<file path="src/rtl/dma_channel_scheduler.sv">
`default_nettype none
// ============================================================================
// Module   : dma_channel_scheduler
// Function : Per-channel descriptor slots, round-robin grant into a single DMA
//            engine, completion pulses, sticky error status, transfer count.
// Revision : 1.0
// ============================================================================
module dma_channel_scheduler #(
    parameter int NUM_CHANNELS = 4,
    parameter int ADDR_W       = 40,
    parameter int LEN_W        = 24,
    parameter int BEAT_BYTES   = 16,
    localparam int SEL_W       = (NUM_CHANNELS > 1) ? $clog2(NUM_CHANNELS) : 1
) (
    input  logic                           clk,
    input  logic                           rst_n,
    input  logic [NUM_CHANNELS-1:0]        ch_valid,
    output logic [NUM_CHANNELS-1:0]        ch_ready,
    input  logic [NUM_CHANNELS*ADDR_W-1:0] ch_src_addr,
    input  logic [NUM_CHANNELS*ADDR_W-1:0] ch_dst_addr,
    input  logic [NUM_CHANNELS*LEN_W-1:0]  ch_length,
    input  logic [NUM_CHANNELS*8-1:0]      ch_flags,
    input  logic [NUM_CHANNELS-1:0]        ch_enable,
    output logic [NUM_CHANNELS-1:0]        ch_done,
    output logic [NUM_CHANNELS-1:0]        ch_err,
    output logic [NUM_CHANNELS-1:0]        err_status,
    input  logic [NUM_CHANNELS-1:0]        err_clear,
    output logic                           eng_start,
    output logic [SEL_W-1:0]               eng_channel_sel,
    output logic [ADDR_W-1:0]              eng_src_addr,
    output logic [ADDR_W-1:0]              eng_dst_addr,
    output logic [LEN_W-1:0]               eng_length,
    output logic [7:0]                     eng_flags,
    input  logic                           eng_busy,
    input  logic                           eng_done,
    input  logic                           eng_error,
    output logic                           sched_busy,
    output logic [31:0]                    xfer_count
);

    localparam int IDX_W = SEL_W + 1;

    typedef enum logic [1:0] {
        S_IDLE   = 2'd0,
        S_ISSUE  = 2'd1,
        S_WAIT   = 2'd2,
        S_REJECT = 2'd3
    } state_t;

    state_t                    r_state;
    logic [SEL_W-1:0]          r_grant;
    logic [SEL_W-1:0]          r_rr_ptr;
    logic                      r_err_seen;
    logic                      r_eng_start;
    logic [SEL_W-1:0]          r_eng_sel;
    logic [ADDR_W-1:0]         r_eng_src;
    logic [ADDR_W-1:0]         r_eng_dst;
    logic [LEN_W-1:0]          r_eng_len;
    logic [7:0]                r_eng_flags;
    logic [NUM_CHANNELS-1:0]   r_ch_done;
    logic [NUM_CHANNELS-1:0]   r_ch_err;
    logic [NUM_CHANNELS-1:0]   r_err_status;
    logic [31:0]               r_xfer_count;

    logic [NUM_CHANNELS-1:0]   r_slot_full;
    logic [ADDR_W-1:0]         r_slot_src   [NUM_CHANNELS];
    logic [ADDR_W-1:0]         r_slot_dst   [NUM_CHANNELS];
    logic [LEN_W-1:0]          r_slot_len   [NUM_CHANNELS];
    logic [7:0]                r_slot_flags [NUM_CHANNELS];

    logic [ADDR_W-1:0]         w_src   [NUM_CHANNELS];
    logic [ADDR_W-1:0]         w_dst   [NUM_CHANNELS];
    logic [LEN_W-1:0]          w_len   [NUM_CHANNELS];
    logic [7:0]                w_flags [NUM_CHANNELS];

    logic [NUM_CHANNELS-1:0]   w_accept;
    logic [NUM_CHANNELS-1:0]   w_elig;
    logic [NUM_CHANNELS-1:0]   w_slot_clr;
    logic                      w_any_elig;
    logic [SEL_W-1:0]          w_grant_idx;
    logic [IDX_W-1:0]          w_scan_idx;
    logic [LEN_W-1:0]          w_grant_len;
    logic                      w_len_ok;
    logic [SEL_W-1:0]          w_rr_next;

    for (genvar i = 0; i < NUM_CHANNELS; i++) begin : g_unpack
        assign w_src[i]   = ch_src_addr[i*ADDR_W +: ADDR_W];
        assign w_dst[i]   = ch_dst_addr[i*ADDR_W +: ADDR_W];
        assign w_len[i]   = ch_length[i*LEN_W +: LEN_W];
        assign w_flags[i] = ch_flags[i*8 +: 8];
    end

    assign w_accept = ch_valid & ~r_slot_full;
    assign w_elig   = r_slot_full & ch_enable;

    // Scan from the highest offset down so the lowest offset from rr_ptr wins.
    always_comb begin
        w_any_elig  = 1'b0;
        w_grant_idx = '0;
        w_scan_idx  = '0;
        for (int k = NUM_CHANNELS - 1; k >= 0; k--) begin
            w_scan_idx = {1'b0, r_rr_ptr} + IDX_W'(k);
            if (w_scan_idx >= IDX_W'(NUM_CHANNELS)) begin
                w_scan_idx = w_scan_idx - IDX_W'(NUM_CHANNELS);
            end
            if (w_elig[w_scan_idx[SEL_W-1:0]]) begin
                w_any_elig  = 1'b1;
                w_grant_idx = w_scan_idx[SEL_W-1:0];
            end
        end
    end

    assign w_grant_len = r_slot_len[w_grant_idx];
    assign w_len_ok    = (w_grant_len != '0) &&
                         ((w_grant_len % LEN_W'(BEAT_BYTES)) == '0);
    assign w_rr_next   = (r_grant == SEL_W'(NUM_CHANNELS - 1)) ? '0 : r_grant + SEL_W'(1);

    always_comb begin
        w_slot_clr = '0;
        if ((r_state == S_WAIT && eng_done) || r_state == S_REJECT) begin
            w_slot_clr[r_grant] = 1'b1;
        end
    end

    // A slot freed this cycle shows ready next cycle, so accept and clear never collide.
    always_ff @(posedge clk or negedge rst_n) begin
        if (!rst_n) begin
            r_slot_full <= '0;
            for (int i = 0; i < NUM_CHANNELS; i++) begin
                r_slot_src[i]   <= '0;
                r_slot_dst[i]   <= '0;
                r_slot_len[i]   <= '0;
                r_slot_flags[i] <= '0;
            end
        end else begin
            r_slot_full <= (r_slot_full & ~w_slot_clr) | w_accept;
            for (int i = 0; i < NUM_CHANNELS; i++) begin
                if (w_accept[i]) begin
                    r_slot_src[i]   <= w_src[i];
                    r_slot_dst[i]   <= w_dst[i];
                    r_slot_len[i]   <= w_len[i];
                    r_slot_flags[i] <= w_flags[i];
                end
            end
        end
    end

    always_ff @(posedge clk or negedge rst_n) begin
        if (!rst_n) begin
            r_state      <= S_IDLE;
            r_grant      <= '0;
            r_rr_ptr     <= '0;
            r_err_seen   <= 1'b0;
            r_eng_start  <= 1'b0;
            r_eng_sel    <= '0;
            r_eng_src    <= '0;
            r_eng_dst    <= '0;
            r_eng_len    <= '0;
            r_eng_flags  <= '0;
            r_ch_done    <= '0;
            r_ch_err     <= '0;
            r_xfer_count <= '0;
        end else begin
            r_eng_start <= 1'b0;
            r_ch_done   <= '0;
            r_ch_err    <= '0;
            case (r_state)
                S_IDLE: begin
                    if (w_any_elig && !eng_busy) begin
                        r_grant <= w_grant_idx;
                        if (w_len_ok) begin
                            r_state     <= S_ISSUE;
                            r_eng_start <= 1'b1;
                            r_eng_sel   <= w_grant_idx;
                            r_eng_src   <= r_slot_src[w_grant_idx];
                            r_eng_dst   <= r_slot_dst[w_grant_idx];
                            r_eng_len   <= w_grant_len;
                            r_eng_flags <= r_slot_flags[w_grant_idx];
                        end else begin
                            r_state <= S_REJECT;
                        end
                    end
                end
                S_ISSUE: begin
                    r_err_seen <= 1'b0;
                    r_state    <= S_WAIT;
                end
                S_WAIT: begin
                    r_err_seen <= r_err_seen | eng_error;
                    if (eng_done) begin
                        r_ch_done[r_grant] <= 1'b1;
                        r_ch_err[r_grant]  <= r_err_seen | eng_error;
                        r_rr_ptr           <= w_rr_next;
                        r_xfer_count       <= r_xfer_count + 32'd1;
                        r_state            <= S_IDLE;
                    end
                end
                S_REJECT: begin
                    r_ch_done[r_grant] <= 1'b1;
                    r_ch_err[r_grant]  <= 1'b1;
                    r_rr_ptr           <= w_rr_next;
                    r_xfer_count       <= r_xfer_count + 32'd1;
                    r_state            <= S_IDLE;
                end
                default: r_state <= S_IDLE;
            endcase
        end
    end

    // Set has priority over a same-cycle write-1-to-clear.
    always_ff @(posedge clk or negedge rst_n) begin
        if (!rst_n) begin
            r_err_status <= '0;
        end else begin
            r_err_status <= (r_err_status & ~err_clear) | r_ch_err;
        end
    end

    assign ch_ready        = ~r_slot_full;
    assign ch_done         = r_ch_done;
    assign ch_err          = r_ch_err;
    assign err_status      = r_err_status;
    assign eng_start       = r_eng_start;
    assign eng_channel_sel = r_eng_sel;
    assign eng_src_addr    = r_eng_src;
    assign eng_dst_addr    = r_eng_dst;
    assign eng_length      = r_eng_len;
    assign eng_flags       = r_eng_flags;
    assign sched_busy      = (r_state != S_IDLE);
    assign xfer_count      = r_xfer_count;

endmodule
`default_nettype wire

</file>
<file path="config.mk">
export PLATFORM = sky130hd
export DESIGN_NAME = dma_channel_scheduler
export DESIGN_NICKNAME = d
export VERILOG_FILES = /design/src/rtl/dma_channel_scheduler.sv
export SDC_FILE = /design/constraint.sdc
export NUM_CORES = 1
export LEC_CHECK = 0
export CAP_MARGIN = 40
export CORE_AREA = 4 4 244 246
export DETAILED_ROUTE_END_ITERATION = 16
export DIE_AREA = 0 0 248 250
export MAX_ROUTING_LAYER = met4
export PLACE_DENSITY = 0.82
export SYNTH_ARGS = -nofsm -noshare
export SYNTH_HDL_FRONTEND = slang
export SYNTH_SLANG_ARGS = --single-unit
</file>
<file path="constraint.sdc">
create_clock -name clk -period 2.9 [get_ports clk]
set_input_delay 0.58 -clock clk [delete_from_list [all_inputs] [get_ports clk]]
set_output_delay 0.58 -clock clk [all_outputs]
set_load 0.01 [all_outputs]
</file>
==> results by stage <==
GRT:
- The global-route congestion overflow total is 0.
- The initial antenna violation count is 41.
- The global-route wire length before repair is 128 mm.
- The via count of the first global-routing pass was 21.0k.
- The total track usage is 27.6%.
- The met1 routing resource usage after global routing is 33.8%.
- The busiest layer in global routing is met2.
- For met3 alone, demand over resource in global routing was 6.27%.
- Entering global routing, the biggest net connects 117 pins.
- In the global route stage, met2 resource usage came out at 43.5%.

Critical path:
- Tracing the worst setup path back leads to its startpoint at r_slot_len[17].
- The critical path is of the reg2reg type.
- The worst register-to-register path begins at r_slot_len[17].
- The worst setup path is captured at a flip-flop.
- The standard cell with the maximum stage delay on the critical path is dfrtp_1.
- The worst reg2reg path depth is 12.
- Walking the worst path, the cells encountered are nor4_4 -> buf_4 -> nand4_1 -> nor4_2 -> buf_4 -> mux2i_1 -> mux2_2 -> o21ai_2 -> inv_4 -> buf_12 -> buf_12 -> mux2_2.
- STA classifies the critical path startpoint as a flip-flop.
- For the worst setup path, the data arrival time is 3240 ps.
- The highest fanout seen on the critical path is 14.
- The endpoint of the most critical register-to-register path is eng_dst_addr[26].
- On the worst path, the slowest cell contributes a delay of 430 ps.
- The required time reported for the critical path endpoint is 3370 ps.
- Setup slack on the worst reg-to-reg path comes out at 140 ps.

Outcome:
- The flow ran to the end, and the final reports show no timing, DRC or antenna violations.

Clocking:
- The tree built by TritonCTS fans out to 618 sinks.
- The clock tree from TritonCTS is done.
- The clock tree synthesis step divided the H-tree into 3 levels.
- Buffers added to address setup during post-CTS repair amount to 0.
- The clock latency reported for the late side of the worst-skew pair is 610 ps.
- The clock-pin transition on the worst setup and hold timing paths is 60 ps.
- The largest buffer count on any clock path is 3.
- In this run the clock root is driven by a clkbuf_16.
- Counting the buffers created by CTS gives 67.

Finish:
- The utilization of the core after routing is 64.3%.
- The filler-free cell count of the finished design is 3566.
- In the final layout, the multi-input gates occupy 10800 µm².
- The post-route netlist has 31.6% of its cells at a drive strength greater than 1.
- The final design area excluding fillers is 36900 µm².
- The count of fill cells added during filler insertion is 4137.
- The sequential cell area in the final layout is 15500 µm².
- The area growth from synthesis to layout is 37.8%.
- In the final design database the tool counted 3182 nets.

Pwr:
- The static leakage power is 15.6 nW.
- In this run the power density over the cells is 1070 nW/µm².
- IR analysis of the VDD net gives a maximum drop of 0.634 mV.

Route:
- The routed via count is 19.4k.
- In the final routed layout, each cell accounts on average for 23.7 µm.
- The total wirelength of the detailed-routed design is 84.5 mm.
- After detailed routing, the number of vias per cell comes to 5.45.
- The detail route stage leaves a number of antenna-violating nets equal to 0.
- The detailed-route DRC error count is 0.
- Before antenna repair, the detailed router went through 5 iterations.
- The first-iteration detailed-routing DRC count is 1171.

Synth:
- After synthesis, the largest family of logic cells by area is multiplexers.
- Of the synthesized area, sequential elements account for 57.7%.
- Summing the areas of all compound-gate instances in the mapped netlist gives 3.39% of the synthesized area.
- The xor-xnor portion of the synthesized cell area is 1.01%.
- In this run, synthesis inferred 0 flip-flops with an integrated enable.
- The synthesized design contains 618 register bits.
- The total standard cell area after synthesis is 26800 µm².
- The proportion of synthesized flip-flops having asynchronous set or reset is 100%.
- When the netlist entered floorplanning its net count stood at 2527.
- The synthesized area per cell is 13.0 µm².
- The synthesized netlist contains 40 unique library cells.
- The total of warnings raised by yosys is 0.
- Synthesis handed over a netlist of 2053 instances.
- The synthesized netlist devotes 6.80% of its cell area to simple gates.
- The prevailing post-synth register cell is dfrtp_1.
- The multiplexer area fraction after synthesis is 28.4%.
- The adder and majority gate portion of the synthesized area is 0.421%.

Placed design:
- In this run the tool buffered the top-level ports with 628 buffer cells.
- Summing all placed instances gives a cell area of 34500 µm².
- Once placement completed, the tool counted placed cells totaling 3403.
- The HPWL after detailed placement is 59.9 mm.
- The worst slack after detailed placement is -350 ps.
- At the end of routability-driven placement, the weighted congestion stood at 0.919.

STA:
- The setup slack of the critical path after layout is 137 ps.
- Setup violations remaining at the end of the flow were counted as 0.
- The slew at the pin closest to its max-slew limit is 583 ps.
- The setup clock skew after layout is 28.3 ps.
- The number of hold violations in the final report is 0.
- The minimum period implied by the final worst setup slack is 2760 ps.
- The number of pins with negative max-slew slack in the final report is 0.
- Final hold analysis gives a worst-case slack of 473 ps.
- The final cycle utilization of the critical path is 95.3%.
- Static timing analysis puts the maximum clock frequency at 362 MHz.
- The headroom to the max-slew limit is 61.2%.

Floorplanning:
- The area of the core region is 57400 µm².
- In this run the count of I/O pins placed on the die edge is 629.
- The initial core utilization is 46.7%.
- Measured along the y axis, the die boundary spans 250 µm.
- The die covers 62000 µm².
- From left edge to right edge, the die measures 248 µm.
- In this run the core area contains 88 standard-cell rows.

Hold path:
- The depth of the worst hold-timing path is 1.
- In this run the most critical hold path is launched from err_status[1].
- The endpoint with the worst hold slack is err_status[1].
- The path type of the worst min-delay path is reg2reg.

Flow run:
- The reported max-cap violation count is 0.
[cell usage in the layout, fill, tap and decap left out, types with 2 or more instances in the layout]
master           netlist  routed
buf_12                 0      30
nand3_1               15      15
clkbuf_8               0      17
nor2_1               130     130
clkbuf_16              0      68
o21a_1                 3       3
clkinvlp_4             0       2
nand4_1                9       9
bufinv_16              0       3
inv_1                 19      19
clkinv_2               0      12
mux2_2               658     658
clkbuf_1              73      12
a21oi_1                3       3
and3_1                 7       7
inv_6                  0       2
clkinv_8               0       3
a31oi_1              107     107
or3_1                  2       2
nor2b_4                0       4
clkdlybuf4s50_1        0     627
mux2i_1                7       7
ha_1                   9       9
xnor2_1               17      17
nor4_1                24      19
diode_2                0      42
buf_4                  0      50
mux2_4                 9       9
nand2_1              238     237
dfrtp_1              618     618
nor4_2                 0       4
o21ai_0                5       5
a22o_1                 2       2
nor3_1                 2       2
xor2_1                14      14
and2_1                 6       5
a21o_1                10      10
[through the flow]
step	total power, mW	TNS, ps
after floorplan	24.2	0
after global placement	30.0	-24660
after detailed placement	30.7	-32800
after CTS	39.6	0
after global routing	41.7	-5.30
final	39.5	0
[power by group]
part / internal, mW / switching (mW) / total [mW]
clock: 5.04 / 3.55 / 8.59
combinational: 8.54 / 6.86 / 15.4
sequential: 12.7 / 2.79 / 15.5
[synth_stat cells (all sizes together) (2+ instances only)]
master,count,share of area (%)
xor2,14,0.46
nor2,130,1.8
xnor2,17,0.56
nor3,2,0.037
nor4,24,0.56
o21ai,7,0.14
o21a,3,0.084
and2,6,0.14
clkbuf,73,1.0
mux2i,7,0.26
nand2,238,3.3
nand3,15,0.28
nor2b,4,0.093
or3,2,0.047
a22o,2,0.065
inv,20,0.28
mux2,667,28
and3,7,0.16
dfrtp,618,58
buf,50,0.89
nand4,9,0.21
a21oi,4,0.12
a31oi,107,2.5
a21o,10,0.28
ha,9,0.42
[flip-flops by register name, indices dropped and copies added, names as in the netlist, 24 cells and up]
register and cells:
xfer_count 32, r_slot_len 96, eng_src_addr 40, r_slot_src 160
eng_dst_addr 40, r_slot_flags 32, eng_length 24, r_slot_dst 160
[kinds of logic (layout without fill, tap and decap cells)]
| group | after synthesis | after routing |
|---|---|---|
| xor gates and xnor gates | 31 | 31 |
| other | 0 | 42 |
| AOI/OAI and AO/OA | 138 | 138 |
| and+or+nand+nor | 440 | 440 |
| muxes | 674 | 674 |
| buffers and inverters | 143 | 849 |
| adders and majority gates | 9 | 9 |
| DFF | 618 | 618 |
[worst max-delay path by stage]
stage | endpoint | slack, ps | cells after the start
CTS | eng_dst_addr[26] | 30 | 11
global placement | eng_channel_sel[1] | -250 | 10
detailed placement | eng_flags[3] | -350 | 10
global route | eng_dst_addr[26] | -4 | 12
floorplan | eng_channel_sel[0] | 350 | 9
finish | eng_dst_addr[26] | 140 | 12
[cell type report]
type                    instances  area share [%]
diodes                         42           0.285
clock inverters                23           0.651
flip-flops and latches        618            41.9
repair buffers                709            19.7
inverters                      20           0.210
well taps                     765            2.59
clock buffers                  97            5.37
multi-input cells            1292            29.3
[routing by layer]
metal | vias up | wire (µm) | share of wire (%)
met3 | 213 | 5730 | 6.8
met2 | 673 | 41500 | 49
li1 | 8585 | - | -
met4 | 0 | 4140 | 4.9
met5 | - | 0 | 0
met1 | 9965 | 33100 | 39
[critical path: cells and delay by family (launching register included)]
| kind | cells | cell delay (ps) |
|---|---|---|
| AOI/OAI and AO/OA | 1 | 190 |
| and+or+nand+nor | 3 | 610 |
| muxes | 3 | 660 |
| DFF | 1 | 430 |
| buffers and inverters | 5 | 730 |
[timing repair]
| item | in CTS | in global routing |
|---|---|---|
| setup endpoints to repair | 75 | 93 |
| hold endpoints to repair | 44 | 0 |
| resized for setup | 2 | 4 |
| hold buffers | 1 | 0 |
No activity file was read; power rests on OpenSTA's default activity.
